[src/rtl/regfile_tagged.sv]
// ----------------------------------------------------------------------------
// regfile_tagged
//   Architectural register file for register renaming. Each of DEPTH entries
//   holds a data word, a busy bit (value still in flight) and the ROB tag of
//   the instruction that will produce it.
//
//   Ports
//     clk                 clock, all state updates on posedge
//     clr                 synchronous active-high reset, highest priority
//     flush               clear every busy bit (data/tags kept), blocks rename
//     rn_en/addr/tag      rename: mark destination busy with a new ROB tag
//     cm_en/addr/data/tag commit: write data, retire busy if tag still owns it
//     raddr0/1            combinational source read addresses
//     rdata0/1            source data (commit data bypassed in)
//     rbusy0/1            source still pending
//     rtag0/1             ROB tag producing the source (valid when busy)
// ----------------------------------------------------------------------------
module regfile_tagged #(
    parameter int WIDTH = 16,
    parameter int DEPTH = 8,
    parameter int TAGW  = 3,
    parameter int AW    = $clog2(DEPTH)
) (
    input  logic             clk,
    input  logic             clr,
    input  logic             flush,
    input  logic             rn_en,
    input  logic [AW-1:0]    rn_addr,
    input  logic [TAGW-1:0]  rn_tag,
    input  logic             cm_en,
    input  logic [AW-1:0]    cm_addr,
    input  logic [WIDTH-1:0] cm_data,
    input  logic [TAGW-1:0]  cm_tag,
    input  logic [AW-1:0]    raddr0,
    input  logic [AW-1:0]    raddr1,
    output logic [WIDTH-1:0] rdata0,
    output logic [WIDTH-1:0] rdata1,
    output logic             rbusy0,
    output logic             rbusy1,
    output logic [TAGW-1:0]  rtag0,
    output logic [TAGW-1:0]  rtag1
);

    // Power-up value matches the reset value.
    logic [WIDTH-1:0] data_q [DEPTH] = '{default: '0};
    logic [TAGW-1:0]  tag_q  [DEPTH] = '{default: '0};
    logic [DEPTH-1:0] busy_q         = '0;

    logic [WIDTH-1:0] data_d [DEPTH];
    logic [TAGW-1:0]  tag_d  [DEPTH];
    logic [DEPTH-1:0] busy_d;

    // ------------------------------------------------------------------------
    // Per-entry next state
    // ------------------------------------------------------------------------
    for (genvar g = 0; g < DEPTH; g++) begin : g_entry
        logic cm_hit;
        logic cm_own;
        logic rn_hit;

        assign cm_hit = cm_en & (cm_addr == AW'(g));
        // Commit only retires busy when its tag still owns the register;
        // otherwise a younger rename is outstanding.
        assign cm_own = cm_hit & busy_q[g] & (tag_q[g] == cm_tag);
        assign rn_hit = rn_en & (rn_addr == AW'(g));

        always_comb begin
            data_d[g] = data_q[g];
            tag_d[g]  = tag_q[g];
            busy_d[g] = busy_q[g];

            // Data write is unconditional on commit, even during flush.
            if (cm_hit)
                data_d[g] = cm_data;

            if (flush) begin
                busy_d[g] = 1'b0;
            end else begin
                if (cm_own)
                    busy_d[g] = 1'b0;
                // Rename is ordered after commit so it wins on a collision.
                if (rn_hit) begin
                    busy_d[g] = 1'b1;
                    tag_d[g]  = rn_tag;
                end
            end
        end

        always_ff @(posedge clk) begin
            if (clr) begin
                data_q[g] <= '0;
                tag_q[g]  <= '0;
                busy_q[g] <= 1'b0;
            end else begin
                data_q[g] <= data_d[g];
                tag_q[g]  <= tag_d[g];
                busy_q[g] <= busy_d[g];
            end
        end
    end

    // ------------------------------------------------------------------------
    // Read ports: stored state (pre-rename) with same-cycle commit bypass.
    // ------------------------------------------------------------------------
    logic rd_cm0, rd_cm1;
    logic rd_own0, rd_own1;

    assign rd_cm0  = cm_en & (raddr0 == cm_addr);
    assign rd_cm1  = cm_en & (raddr1 == cm_addr);
    assign rd_own0 = rd_cm0 & busy_q[raddr0] & (tag_q[raddr0] == cm_tag);
    assign rd_own1 = rd_cm1 & busy_q[raddr1] & (tag_q[raddr1] == cm_tag);

    assign rdata0 = rd_cm0 ? cm_data : data_q[raddr0];
    assign rdata1 = rd_cm1 ? cm_data : data_q[raddr1];
    assign rbusy0 = busy_q[raddr0] & ~rd_own0;
    assign rbusy1 = busy_q[raddr1] & ~rd_own1;
    assign rtag0  = tag_q[raddr0];
    assign rtag1  = tag_q[raddr1];

endmodule
[config.mk]
export PLATFORM = sky130hd
export DESIGN_NAME = regfile_tagged
export DESIGN_NICKNAME = d
export VERILOG_FILES = /design/src/rtl/regfile_tagged.sv
export SDC_FILE = /design/constraint.sdc
export NUM_CORES = 1
export LEC_CHECK = 0
export ABC_AREA = 1
export BUFFER_PORTS_ARGS = -buffer_cell sky130_fd_sc_hd__buf_2
export CAP_MARGIN = 20
export CORE_MARGIN = 2
export CORE_UTILIZATION = 50
export DETAILED_ROUTE_END_ITERATION = 10
export PLACE_DENSITY = 0.69
export SLEW_MARGIN = 20
export SYNTH_ARGS = -nofsm -noshare
export SYNTH_HDL_FRONTEND = slang
export SYNTH_SLANG_ARGS = --single-unit
[constraint.sdc]
create_clock -name clk -period 2.8 [get_ports clk]
set_clock_uncertainty 0.05 [all_clocks]
set_input_delay 0 -clock clk [delete_from_list [all_inputs] [get_ports clk]]
set_output_delay 0 -clock clk [all_outputs]
set_load 0.005 [all_outputs]
**After elaboration in Yosys (flattened, before gate mapping)**

Memory sizes are Yosys's and may differ from the RTL's.
Cells that the tools add are included.
W data, S select, Z words.

- Mux-type cells: 65
- Bitwise gates (word level): 58
- Magnitude comparators: 2
- Reduce and logical (&&, ||, !) cells: 19
- Equality and inequality tests: 34

Operator list:

| cell | count |
|---|---|
| $mux W16 | 18 |
| $mux W3 | 24 |
| $and A1 B1 Y1 | 40 |
| $eq A3 B3 Y1 | 12 |
| $eq A3 B3 Y1 const B | 8 |
| $mux W1 | 21 |
| $or A1 B1 Y1 | 16 |
| $reduce_and A2 Y1 | 8 |
| $reduce_bool A2 Y1 | 8 |
| $eq A3 B2 Y1 const B | 4 |
| $lt A3 B4 Y1 const B | 2 |
| $ne A1 B1 Y1 const B | 8 |
| $bmux W1 S3 | 2 |
| $eq A3 B1 Y1 const B | 2 |
| $logic_not A3 Y1 | 2 |
| $not A1 Y1 | 2 |
| $reduce_or A2 Y1 | 1 |

- Word-level logic and storage cells: 188
- Memory bits (writable): 152
- Memories: 2
- Register bits: 8

Memories:

| memory | words | width | rd ports | clocked after memory_dff | write ports | line | source |
|---|---|---|---|---|---|---|---|
| data_q | 8 | 16 | 2 | 0 | 8 | 45 | `logic [WIDTH-1:0] data_q [DEPTH] = '{default: '0};` |
| tag_q | 8 | 3 | 10 | 0 | 8 | 46 | `logic [TAGW-1:0] tag_q [DEPTH] = '{default: '0};` |

**Depth between registers and ports, before layout**

Gate-level depths: netlist of run 1.

- Word-level depth: 6
- Gate-level depth with buffers: 11
- Gate-level depth less buffers: 9

**Worst setup path after synthesis of run 1**

No wires, ideal clock.

- Path kind: input to register
- Start point: in clr
- End point: mem data_q[0][0], enable pin
- Arrival time: 0.887 ns
- Library setup time: 0.363 ns
- Stages on the path: 4
- Path slack: 1.500 ns
- Path through: inv_1 > buf_2 > buf_1 > nand2_1

RTL lines:

| item | line | source |
|---|---|---|
| start: declaration | 25 | `input logic clr,` |
| end: declaration | 45 |  |

**Worst setup path after layout of run 1**

- Start point: in raddr0[0]
- End point: out rdata0[3]

- Word-level cells in the longest chain between the ends: 3
- Elaborated cells on any way between the ends: 4

Ends and longest elaborated chain:

| item | line | source |
|---|---|---|
| start: declaration | 34 | `input logic [AW-1:0] raddr0,` |
| parallel branches: the longest is 2 deep, another holds $mem_v2 Z8 W16 | -- |  |
| $mux W16 * | 113 | `assign rdata0 = rd_cm0 ? cm_data : data_q[raddr0];` |
| end: declaration | 36 | `output logic [WIDTH-1:0] rdata0,` |

Every way passes the cells marked *.

==> reports/metrics.csv, run 1 <==
metric,value,unit
outcome,"complete, no violations",
die height,141,um
crit-path max cell delay,0.69,ns
setup TNS,0,ns
core area,0.0181,mm^2
Detail Route Antenna Nets,0,
num ports,79,
Buf/Inv on CP,3,
VDD IR-drop max,589,uV
number of global-route vias before repair,8381,
CTS tree,yes,
Initial Util,0.515,
slew margin rel.,0.343,
DRT iter0 DRCs,1229,
num rows,49,
vias,9088,
WL per Instance,20.5,um
Via density,6.04,
Cell variety after synth,23,
gpl congestion,0.914,
cell chosen for the clock root,clkbuf_16,
worst slew pin tran,0.983,ns
FILL cells,1676,
clock buffer depth,2,
post-synth top area cell,edfxtp_1,
Reg2Reg Setup Slack,1.56,ns
clock-pin slew on the worst setup and hold paths,0.06,ns
layout cells sized above 1,0.107,
Congestion Overflow GR,0,
Routed WL,30.9,mm
post-synthesis net count,1252,
Yosys top cell area share,0.411,
Crit path max-delay family,buffers and inverters,
Antenna diodes,0,
R2R depth,5,
Syn Area/Cell,7.70,um^2
nets@finish,1302,
cell breakdown of the critical path,buf_4 > buf_4 > o21ai_0 > o211ai_1 > nand3_1 > o21ai_0 > buf_2,
Required @ worst endpoint,2.75,ns
CP max-delay cell,buf_4,
Post-Synthesis Cell Area,0.00934,mm^2
drt drc,0,
Static Leak,4.31,nW
initial antenna violation count,0,
drt pass-1 iters,5,
largest net degree at the start of global routing,115,
first-pass GRT wire length,47.7,mm
All-Layer GR Usage,0.315,
WHS Path Cells,3,
Num CTS Buffers,17,
"Hold Vio Cnt, Final",0,
crit path capture type,output pin,
Final Util,0.584,
Max Slew Vio Count,0,
area added between synthesis and finish,13.5,%
clk_lat worst skew,0.44,ns
P per Cell Area,600,mW/mm^2
Yosys reg bits,160,
CP Depth,7,
Startpoint Class,input pin,
fmax,465,MHz
worst min-delay path category,in2reg,
PortBufs,78,
HPWL after DPL,19.2,mm
period utilization,0.768,
Sink Count,160,
Ys Warns,0,
Cells after Synth,1213,
RSZ-0062 raised after global routing,no,
Synth area leaders,"edfxtp_1 (41%), o21ai_0 (9.1%), nor2_1 (7.7%), nand2_1 (7.4%), dfxtp_1 (6.9%)",
final setup fails,0,
CP max FO,78,
fin crit period,2.15,ns
Die ar.,0.0198,mm^2
maxcap violations,0,
Worst Path Arrival,2.10,ns
Chip Width,141,um
register area share after synthesis,0.480,
Post-CTS Repair Setup Buffers,0,
H-tree Lvls,4,
critical path class,in2out,
-- per-layer routing --
metal,wire [um],up-vias,track usage,part of all wire
li1,-,4253,-,-
met1,12700,4237,0.433,0.41
met2,14100,516,0.498,0.46
met3,3120,82,0.0625,0.10
met4,973,0,0.116,0.032
met5,0,-,0,0
-- final cells by class --
type | count | area, um^2 | share of cell area
inverter | 127 | 477 | 0.0450
multi-input combinational | 841 | 3970 | 0.374
clock inverter | 12 | 230 | 0.0217
timing repair buffer | 116 | 721 | 0.0680
sequential | 160 | 4480 | 0.423
tap | 229 | 287 | 0.0270
clock buffer | 20 | 437 | 0.0412
-- stage by stage --
step	hold WS, ns	total power, mW	area [um^2]	setup WS (ns)	instances
after floorplan	0.141	3.37	9340	1.50	1213
after CTS	0.000266	6.35	10600	0.752	1505
after detailed placement	0.351	3.71	9830	0.765	1462
after global routing	0.0370	6.57	10600	0.556	1505
after global placement	0.352	3.70	9830	0.781	1462
final	0.00827	6.37	10600	0.650	1505
-- logic make-up after synthesis --
kind of cell	after synthesis	synth area share
simple gates	488	0.212
compound gates	350	0.210
buf+inv	212	0.0952
flops	160	0.480
xor+xnor	3	0.00281
-- synthesized netlist by cell type --
cell type,n
o211ai_1,60
nand3_1,109
xor2_1,3
buf_1,5
clkinv_1,18
o22ai_1,8
clkbuf_1,25
o31ai_1,3
clkbuf_4,1
buf_4,9
nand2_1,183
o21ai_0,169
inv_2,3
a21oi_1,94
buf_2,45
dfxtp_1,32
o2111ai_1,10
inv_1,106
nor2_1,192
nand4_1,4
edfxtp_1,128
o21ai_1,4
o221ai_1,2
-- sequential cells by signal, indices dropped and copies added, names as in the netlist --
name and count:
data_q 128, tag_q 24, busy_q 8
-- cell usage in the layout (no fill, tap or decap), drive strengths merged --
master and instances:
o22ai 8, clkbuf 20, edfxtp 128, nand4 4
o2111ai 10, a21oi 94, o221ai 2, dfxtp 32
nand2 183, inv 112, dlygate4sd3 11, bufinv 6
nor2 192, o211ai 60, nand3 109, buf 105
o21ai 173, o31ai 3, clkinv 19, xor2 3
clkinvlp 2
-- report_power, final --
part / leakage, nW / switching [mW] / internal (mW)
sequential: 1.50 / 0.0561 / 2.70
clock: 0.316 / 0.983 / 1.68
combinational: 2.50 / 0.645 / 0.295
-- tightest hold or removal path: cells and delay by family --
family / cells / cell delay (ns)
buffers and inverters: 2 / 0.26
AND/OR/NAND/NOR: 1 / 0.07
-- worst paths after layout --
check | from | to
max | raddr0[0] | rdata0[3]
min | cm_data[10] | data_q[6][10]
max reg2reg | tag_q[0][0] | busy_q[0]
min reg2reg | busy_q[2] | busy_q[2]
-- timing repair --
action,CTS,global route
resized for setup,0,0
hold buffers,11,0
hold endpoints to repair,32,0
Power figures use the tool's default switching activity.
==> run 2, diff against run 1 <==
ABC_AREA = 0   (was 1)
PLACE_DENSITY = 0.71   (was 0.69)
clock period = 1.96 ns   (was 2.8 ns; I/O delays follow)
==> reports/metrics.csv, run 2 <==
metric,value,unit,change
Detail Route Antenna Nets,0,,unchanged
Via density,6.12,,was 6.04
clock buffer depth,2,,unchanged
"top cells by count, synth","and2_1 (128), edfxtp_1 (128), mux4_2 (68), nor2_1 (58), mux2i_1 (56)",,"was nor2_1 (192), nand2_1 (183), o21ai_0 (169), edfxtp_1 (128), nand3_1 (109)"
drt drc,0,,unchanged
Largest regs,"data_q (128), tag_q (24), busy_q (8)",,unchanged
register area share after synthesis,0.480,,about the same
area added between synthesis and finish,22.7,%,was 13.5%
setup TNS,-0.135,ns,was 0 ns
Initial Util,0.514,,was 0.515
Chip Width,141,um,about the same
worst slew pin tran,0.699,ns,was 0.983 ns
Synth area leaders,"edfxtp_1 (41%), mux4_2 (16%), and2_1 (8.6%), dfxtp_1 (6.9%), mux2i_1 (6.0%)",,"was edfxtp_1 (41%), o21ai_0 (9.1%), nor2_1 (7.7%), nand2_1 (7.4%), dfxtp_1 (6.9%)"
Static Leak,4.35,nW,was 4.31 nW
Worst Path Arrival,1.99,ns,was 2.10 ns
main flop type after synthesis,edfxtp_1,,unchanged
R2R depth,5,,unchanged
Required @ worst endpoint,1.91,ns,was 2.75 ns
Top reg by flops,data_q,,unchanged
Final Util,0.631,,was 0.584
clock-pin slew on the worst setup and hold paths,0.06,ns,about the same
max FFs per register,128,,unchanged
WHS Path Cells,4,,was 3
initial antenna violation count,1,,was 0
CTS tree,yes,,unchanged
Ys Warns,0,,unchanged
number of global-route vias before repair,7219,,was 8381
Routed WL,26.1,mm,was 30.9 mm
Die ar.,0.0198,mm^2,about the same
WHS Endpoint,tag_q[1][0],,was data_q[6][10]
first-pass GRT wire length,40.3,mm,was 47.7 mm
fin crit period,2.04,ns,
clk_lat worst skew,0.43,ns,was 0.44 ns
worst setup margin,-0.0777,ns,was 0.650 ns
final setup fails,2,,was 0
period utilization,1.04,,
core area,0.0181,mm^2,unchanged
Post-synth ARST share,0,,unchanged
H-tree Lvls,4,,unchanged
maxcap violations,0,,unchanged
critical path class,reg2out,,was in2out
outcome,"finished, violations left",,"was complete, no violations"
gpl congestion,0.899,,was 0.914
R2R Path End,busy_q[5],,was busy_q[0]
Post-synth EDFFs,128,,unchanged
WL per Instance,23.5,um,was 20.5 um
"Hold Vio Cnt, Final",0,,unchanged
vias,6814,,was 9088
Syn Area/Cell,12.7,um^2,was 7.70 um^2
most frequent cells in the layout,"and2_1 (128), edfxtp_1 (128), buf_2 (77), mux4_2 (68), nor2_1 (58)",,"was nor2_1 (192), nand2_1 (183), o21ai_0 (169), edfxtp_1 (128), nand3_1 (109)"
cell chosen for the clock root,clkbuf_16,,unchanged
failing checks,setup timing,,
Sink Count,160,,unchanged
post-synth top area cell,edfxtp_1,,unchanged
drt pass-1 iters,7,,was 5
DRT iter0 DRCs,630,,was 1229
Congestion Overflow GR,0,,unchanged
Yosys top cell area share,0.412,,was 0.411
Cell variety after synth,50,,was 23
Reg2Reg Setup Slack,0.01,ns,was 1.56 ns
Max Slew Vio Count,0,,unchanged
crit path capture type,output pin,,unchanged
Hold Slack,0.0382,ns,was 0.00827 ns
HPWL after DPL,16.8,mm,was 19.2 mm
Yosys reg bits,160,,unchanged
Cells after Synth,733,,was 1213
num rows,49,,unchanged
Post-Synthesis Cell Area,0.00933,mm^2,was 0.00934 mm^2
P per Cell Area,757,mW/mm^2,was 600 mW/mm^2
CP max FO,4,,was 78
worst r2r src,tag_q[5][0],,was tag_q[0][0]
slew margin rel.,0.533,,was 0.343
worst min-delay path category,in2reg,,unchanged
startpoint of the worst hold path,rn_addr[0],,was cm_data[10]
num ports,79,,unchanged
layout cells sized above 1,0.336,,was 0.107
VDD IR-drop max,658,uV,was 589 uV
RSZ-0062 raised after global routing,yes,,was no
Num CTS Buffers,17,,unchanged
die height,141,um,about the same
Startpoint Class,register,,was input pin
nets@finish,909,,was 1302
post-synthesis net count,772,,was 1252
Final Power,8.68,mW,was 6.37 mW
post-place setup slack,0.182,ns,was 0.765 ns
PortBufs,78,,unchanged
largest net degree at the start of global routing,33,,was 115
fmax,491,MHz,
All-Layer GR Usage,0.272,,was 0.315
run 2: what timing repair did:
item                                    in CTS  in global routing
buffers inserted                             9                  6
hold buffers                                39                  0
endpoints found under the setup margin       2                  7
resized for setup                           33                 37
endpoints found under the hold margin      160                  0
pin swaps                                   10                 13
run 2: where the power goes:
part,internal (mW),total (mW),switching [mW],leakage [nW]
Sequential,3.85,3.95,0.0996,1.51
Combinational,0.670,1.35,0.684,2.56
Clock,2.03,3.38,1.34,0.276
Total,6.55,8.68,2.12,4.35
run 2: area by class of cell:
type	instances	area (um^2)
sequential	160	4540
fill	1396	6690
clock buffer	22	454
inverter	1	3.75
tap	229	287
multi-input combinational	516	4720
timing repair buffer	174	1310
antenna	1	2.50
clock inverter	10	139
run 2: critical path, stage by stage, from the launching register on:
cell,delay [ns]
dfxtp_2,0.40
mux2_2,0.22
o22ai_4,0.07
a211oi_2,0.22
xnor2_1,0.10
o41a_1,0.42
buf_2,0.14
run 2: logic make-up (layout without fill, tap and decap cells):
group                     count (synthesis)  in the layout  share of synthesized area
muxes                                   135            135                      0.238
and+or+nand+nor                         273            273                      0.162
other                                     0              1                          0
DFF                                     160            160                      0.480
AOI/OAI and AO/OA                        72             72                     0.0519
buffers and inverters                    57            207                     0.0336
xor gates and xnor gates                 36             36                     0.0338
run 2: worst max path at each step:
stage,start,endpoint,cells past startpoint
global route,tag_q[7][1],rbusy0,6
detailed placement,raddr0[1],rdata0[2],7
finish,tag_q[7][1],rbusy0,6
global placement,raddr0[1],rdata0[2],7
CTS,tag_q[3][0],rbusy0,6
floorplan,tag_q[0][1],rbusy0,5
run 2: layer usage:
layer / vias to the layer above / track usage / share of wire
met5: - / 0 / 0
met4: 0 / 0.102 / 0.030
met3: 62 / 0.0510 / 0.060
met2: 316 / 0.498 / 0.53
met1: 3431 / 0.317 / 0.38
li1: 3005 / - / -
run 2: stage by stage:
step	cells	area, um^2
CTS	1107	11300
finish	1113	11500
detailed placement	1027	10100
global placement	1027	10100
global route	1112	11500
floorplan	733	9330
